`src/rtl/reg_cmd_ctrl.sv`:
```
// rtl/reg_cmd_ctrl.sv - UART byte-frame parser driving register-file writes/reads and returning read data to UART TX
// Frames: WR_CMD,addr,data or RD_CMD,addr; bad address or inter-byte timeout pulses Frame_Err.
module reg_cmd_ctrl #(
   parameter int                    DATA_WIDTH = 8,
   parameter int                    ADDR_WIDTH = 4,
   parameter logic [DATA_WIDTH-1:0] WR_CMD     = 8'hAA,
   parameter logic [DATA_WIDTH-1:0] RD_CMD     = 8'hBB,
   parameter int                    TIMEOUT    = 1023
) (
   input  logic                  CLK,
   input  logic                  RST,
   input  logic [DATA_WIDTH-1:0] RX_P_DATA,
   input  logic                  RX_D_VLD,
   output logic                  WR_En,
   output logic                  RD_EN,
   output logic [ADDR_WIDTH-1:0] Address,
   output logic [DATA_WIDTH-1:0] WrData,
   input  logic [DATA_WIDTH-1:0] RdData,
   input  logic                  RdData_Vaild,
   output logic [DATA_WIDTH-1:0] TX_P_DATA,
   output logic                  TX_D_VLD,
   input  logic                  TX_Busy,
   output logic                  Frame_Err,
   output logic                  Ctrl_Busy
);

   localparam int CW = $clog2(TIMEOUT + 1);

   typedef enum logic [2:0] {
      IDLE, WR_ADDR, WR_DATA, WRITE, RD_ADDR, READ, RD_WAIT, SEND
   } state_t;

   state_t                  state, next_state;
   logic [DATA_WIDTH-1:0]   addr_q, addr_q_n;
   logic [CW-1:0]           cnt, cnt_n;
   logic                    timed, timeout_hit, addr_q_ok, rx_addr_ok;
   logic                    wr_en_n, rd_en_n, tx_vld_n, err_n, busy_n;
   logic [ADDR_WIDTH-1:0]   address_n;
   logic [DATA_WIDTH-1:0]   wrdata_n, tx_data_n;

   assign addr_q_ok  = (addr_q[DATA_WIDTH-1:ADDR_WIDTH] == '0);
   assign rx_addr_ok = (RX_P_DATA[DATA_WIDTH-1:ADDR_WIDTH] == '0);
   assign timed      = (state == WR_ADDR) || (state == WR_DATA) || (state == RD_ADDR);
   // Counter holds the idle cycles already spent, so the TIMEOUT-th idle edge fires.
   assign timeout_hit = timed && !RX_D_VLD && (cnt == CW'(TIMEOUT - 1));

   always_ff @(posedge CLK or negedge RST) begin
      if (!RST) begin
         state     <= IDLE;
         addr_q    <= '0;
         cnt       <= '0;
         WR_En     <= 1'b0;
         RD_EN     <= 1'b0;
         Address   <= '0;
         WrData    <= '0;
         TX_P_DATA <= '0;
         TX_D_VLD  <= 1'b0;
         Frame_Err <= 1'b0;
         Ctrl_Busy <= 1'b0;
      end else begin
         state     <= next_state;
         addr_q    <= addr_q_n;
         cnt       <= cnt_n;
         WR_En     <= wr_en_n;
         RD_EN     <= rd_en_n;
         Address   <= address_n;
         WrData    <= wrdata_n;
         TX_P_DATA <= tx_data_n;
         TX_D_VLD  <= tx_vld_n;
         Frame_Err <= err_n;
         Ctrl_Busy <= busy_n;
      end
   end

   always_comb begin
      next_state = state;
      case (state)
         IDLE: begin
            if (RX_D_VLD && RX_P_DATA == WR_CMD)      next_state = WR_ADDR;
            else if (RX_D_VLD && RX_P_DATA == RD_CMD) next_state = RD_ADDR;
         end
         WR_ADDR: begin
            if (RX_D_VLD)         next_state = WR_DATA;
            else if (timeout_hit) next_state = IDLE;
         end
         WR_DATA: begin
            if (RX_D_VLD)         next_state = addr_q_ok ? WRITE : IDLE;
            else if (timeout_hit) next_state = IDLE;
         end
         WRITE:   next_state = IDLE;
         RD_ADDR: begin
            if (RX_D_VLD)         next_state = rx_addr_ok ? READ : IDLE;
            else if (timeout_hit) next_state = IDLE;
         end
         READ:    next_state = RD_WAIT;
         RD_WAIT: if (RdData_Vaild) next_state = SEND;
         SEND:    if (!TX_Busy) next_state = IDLE;
         default: next_state = IDLE;
      endcase
   end

   always_comb begin
      wr_en_n   = (next_state == WRITE);
      rd_en_n   = (next_state == READ);
      tx_vld_n  = (state == SEND) && !TX_Busy;
      busy_n    = (next_state != IDLE);
      err_n     = timeout_hit ||
                  (RX_D_VLD && (((state == WR_DATA) && !addr_q_ok) ||
                                ((state == RD_ADDR) && !rx_addr_ok)));
      cnt_n     = (timed && (next_state == state) && !RX_D_VLD) ? cnt + 1'b1 : '0;
      addr_q_n  = (state == WR_ADDR && RX_D_VLD) ? RX_P_DATA : addr_q;
      address_n = Address;
      wrdata_n  = WrData;
      tx_data_n = TX_P_DATA;
      if (state == WR_DATA && next_state == WRITE) begin
         address_n = addr_q[ADDR_WIDTH-1:0];
         wrdata_n  = RX_P_DATA;
      end
      if (state == RD_ADDR && next_state == READ)
         address_n = RX_P_DATA[ADDR_WIDTH-1:0];
      if (state == RD_WAIT && RdData_Vaild)
         tx_data_n = RdData;
   end

endmodule

```
`config.mk`:
```
export PLATFORM = sky130hd
export DESIGN_NAME = reg_cmd_ctrl
export DESIGN_NICKNAME = d
export VERILOG_FILES = /design/src/rtl/reg_cmd_ctrl.sv
export SDC_FILE = /design/constraint.sdc
export NUM_CORES = 1
export LEC_CHECK = 0
export CAP_MARGIN = 40
export CORE_MARGIN = 3
export CORE_UTILIZATION = 50
export CTS_BUF_LIST = sky130_fd_sc_hd__clkbuf_8
export CTS_CLUSTER_SIZE = 10
export DETAILED_ROUTE_END_ITERATION = 8
export GPL_TIMING_DRIVEN = 0
export PLACE_DENSITY = 0.79
export SLEW_MARGIN = 0
export SYNTH_ARGS = -nofsm -noshare
export SYNTH_HDL_FRONTEND = slang
export SYNTH_SLANG_ARGS = --single-unit
```
`constraint.sdc`:
```
create_clock -name CLK -period 6 [get_ports CLK]
set_clock_uncertainty 0.2 [all_clocks]
set_input_delay 1.5 -clock CLK [delete_from_list [all_inputs] [get_ports CLK]]
set_output_delay 1.5 -clock CLK [all_outputs]
set_load 0.005 [all_outputs]
```
==> impl_metrics.toml <==
[floorplanning]
rows = 23
core_mm2 = 0.00403
pin_count = 46
die_h_um = 71.1
design.die.area_mm2 = 0.00505
start_util_pct = 52.5
dieWidth_um = 71.1

[logic_synthesis]
synth-edff-count = 0
ys_ff_latch = 46
synth_flop_cell = "dfrtp_1"
synth_area_mm2 = 0.00212
syn_inst = 190
yosysWarningCount = 0
synth-xor-area-share_pct = 2.90
synth_async_sr_flop_share_pct = 100
synth_top_area_share_pct = 54.4
synth_top_area_cell = "dfrtp_1"
synth_fp_nets = 213
synthAdderAreaFrac_pct = 1.18
synth_top_family_by_area = "simple AND/OR/NAND/NOR gates"
yosys-top-cells-area = "dfrtp_1, mux2_2, nand2_1"
synthMuxAreaShare_pct = 10.9
synth_compound_area_share_pct = 6.68
postSynthAreaPerCell_um2 = 11.1
yosysSeqAreaShare_pct = 54.4
synth_cell_types = 40
synthSimpleGateAreaFrac_pct = 20.9

[sta]
worst_slew_pin_slew_ns = 0.721
fin_crit_sh_pct = 62.3
relSlewSlack_pct = 51.8
fmax_ghz = 0.268
period_needed_ns = 3.74
hold_viol = 0
grt_setup_unrepaired = "false"
slew_violations = 0
setup_viol = 0
tns_ns = 0

[power]
power.share.clock_pct = 18.4
pwr-share-seq_pct = 45.1
ir_drop_mv = 0.187
powerDensity_mw_per_mm2 = 376
swShare_pct = 29.4
p_sw_mw = 0.303
p_total_mw = 1.03
p_int_mw = 0.729
p_leak_nw = 1.22
combPwrFrac_pct = 36.5

[grt]
antenna_found_initial = 0
grt_pass1_vias = 1592
grt_max_degree = 25
gr-total-overflow = 0
track_usage_pct = 18.6
grt_pass1_wl_um = 7440

[run_status]
outcome = "complete, no violations"

[setup_path]
startpoint_type = "input port"
crit_path_top_delay_cell = "or4_1"
ff2ff_path_depth = 7
cp.depth = 7
critPathArrivalTime_ns = 3.73
r2r-end = "cnt[5]$_DFF_PN0_"
crit_path_end_kind = "flip-flop"
setup.reg_to_reg.worst_slack_ns = 3.36
crit_type = "in -> reg"
worstSetupStartpoint = "RX_P_DATA[4]"
critical-path-top-delay-family = "simple AND/OR/NAND/NOR gates"
cp_max_fo = 6
slowest_delay_ns = 0.65
r2r-start = "addr_q[5]$_DFFE_PN0P_"
path_buf_inv = 2
endpoint = "cnt[3]$_DFF_PN0_"
cp_cell_sequence = "clkdlybuf4s50_1 > or4_1 > a211o_1 > a21oi_1 > nor3_1 > buf_2 > nor4_1"
required_ns = 6.00

[routing]
wire_per_inst_um = 14.3
dr.pass1.iters = 4
drtAntennaViolNets = 0
wl_um = 4220
drt_iter0_drc = 120
drc = 0
via_per_inst = 5.30
vias = 1564

[placed_design]
place_congestion = 0.859
port_buffers = 45
dp_hpwl_um = 3240

[final_layout]
drive_gt1_share_pct = 14.7
final_common_cell = "dfrtp_1"
final_util_pct = 68.2
num_antenna_cells = 0
layout.nets = 267
syn2layout_area_growth_pct = 29.9
mostFrequentLayoutCells = "dfrtp_1, clkdlybuf4s50_1, nand2_1, mux2_2, nor3_1"

[clocking]
root_buffer = "clkbuf_8"
clkSinkCount = 46
post_cts_buffers = 0
cts-hold-fix-buffers = 0
insertion_delay_ns = 0.30
h-tree-depth = 2
cts_tree = "built"
cts_buffer_depth = 2
clkTransAtPathRegs_ns = 0.08
numCtsBuffers = 5
ctsResizeCount = 0

[run]
maxCapViolCount = 0

[hold_path]
min_path_type = "reg -> reg"
power groups by stage:
stage	combinational (mW)	clock (mW)	sequential (mW)
2_1_floorplan	0.189	0	0.470
3_3_place_gp	0.373	0	0.469
3_5_place_dp	0.383	0	0.473
4_1_cts	0.383	0.199	0.467
5_1_grt	0.416	0.212	0.480
6_report	0.377	0.190	0.466
how the worst min path moves through the flow:
stage	cells after the start	slack, ns	end	start
2_1_floorplan	2	0.27	WrData[0]$_DFFE_PN0P_	WrData[0]$_DFFE_PN0P_
3_3_place_gp	2	0.26	WrData[3]$_DFFE_PN0P_	WrData[3]$_DFFE_PN0P_
3_5_place_dp	2	0.26	WrData[2]$_DFFE_PN0P_	WrData[2]$_DFFE_PN0P_
4_1_cts	2	0.28	WrData[2]$_DFFE_PN0P_	WrData[2]$_DFFE_PN0P_
5_1_grt	2	0.30	WrData[7]$_DFFE_PN0P_	WrData[7]$_DFFE_PN0P_
6_report	2	0.28	WrData[2]$_DFFE_PN0P_	WrData[2]$_DFFE_PN0P_
metrics by stage:
stage | area, um2 | worst slack, ns | hold slack [ns] | instances
after floorplan | 2120 | 2.75 | 0.270 | 190
after global placement | 2630 | 1.81 | 0.259 | 285
after detailed placement | 2660 | 1.94 | 0.264 | 287
after CTS | 2750 | 2.27 | 0.285 | 295
after global routing | 2750 | 2.10 | 0.300 | 295
final | 2750 | 2.26 | 0.281 | 295
cell type report:
class                   count  area (um2)
plain buffers               6        32.5
clock buffers               6        82.6
clock inverters             2        8.76
fillers                   316        1280
inverters                   5        31.3
multi-input cells         133         901
flip-flops and latches     46        1150
well taps                  50        62.6
repair buffers             47         478
Yosys cell counts, types with 2 or more instances:
cell type  instances
dfrtp_1           46
nand2_1           37
mux2_2            17
nor3_1            13
o21ai_0            7
nor2_1             5
inv_1              4
mux2i_1            4
nand4_1            4
xnor2_1            4
a21oi_1            3
nand2b_1           3
nand3b_1           3
nor2b_1            3
or3_1              3
xor2_1             3
a31oi_1            2
buf_2              2
clkbuf_1           2
ha_1               2
nand3_1            2
nor4_1             2
or4_4              2
state kept, by name, summed over array words and instances, names as in the netlist:
name / count
Address: 4
state: 3
TX_D_VLD: 1
addr_q: 8
Ctrl_Busy: 1
cnt: 10
WR_En: 1
WrData: 8
RD_EN: 1
TX_P_DATA: 8
Frame_Err: 1
routing by layer:
layer  global-route usage [%]  up-vias  routed length (um)
met1                     25.1      736                1940
met4                     5.01        0                  47
li1                         -      780                   -
met2                     30.1       44                2030
met3                     4.83        4                 194
met5                        0        -                   0
cells by family after synthesis:
logic type | count (synthesis)
AOI/OAI and AO/OA | 19
buffers and inverters | 11
adders and majority gates | 2
xor gates and xnor gates | 7
and+or+nand+nor | 84
DFF | 46
muxes | 21
worst min-delay path, stage by stage, from the launching register on:
cell     delay, ns
dfrtp_1       0.35
nand2_1       0.05
nand2_1       0.05
(Power assumes the default switching activity.)
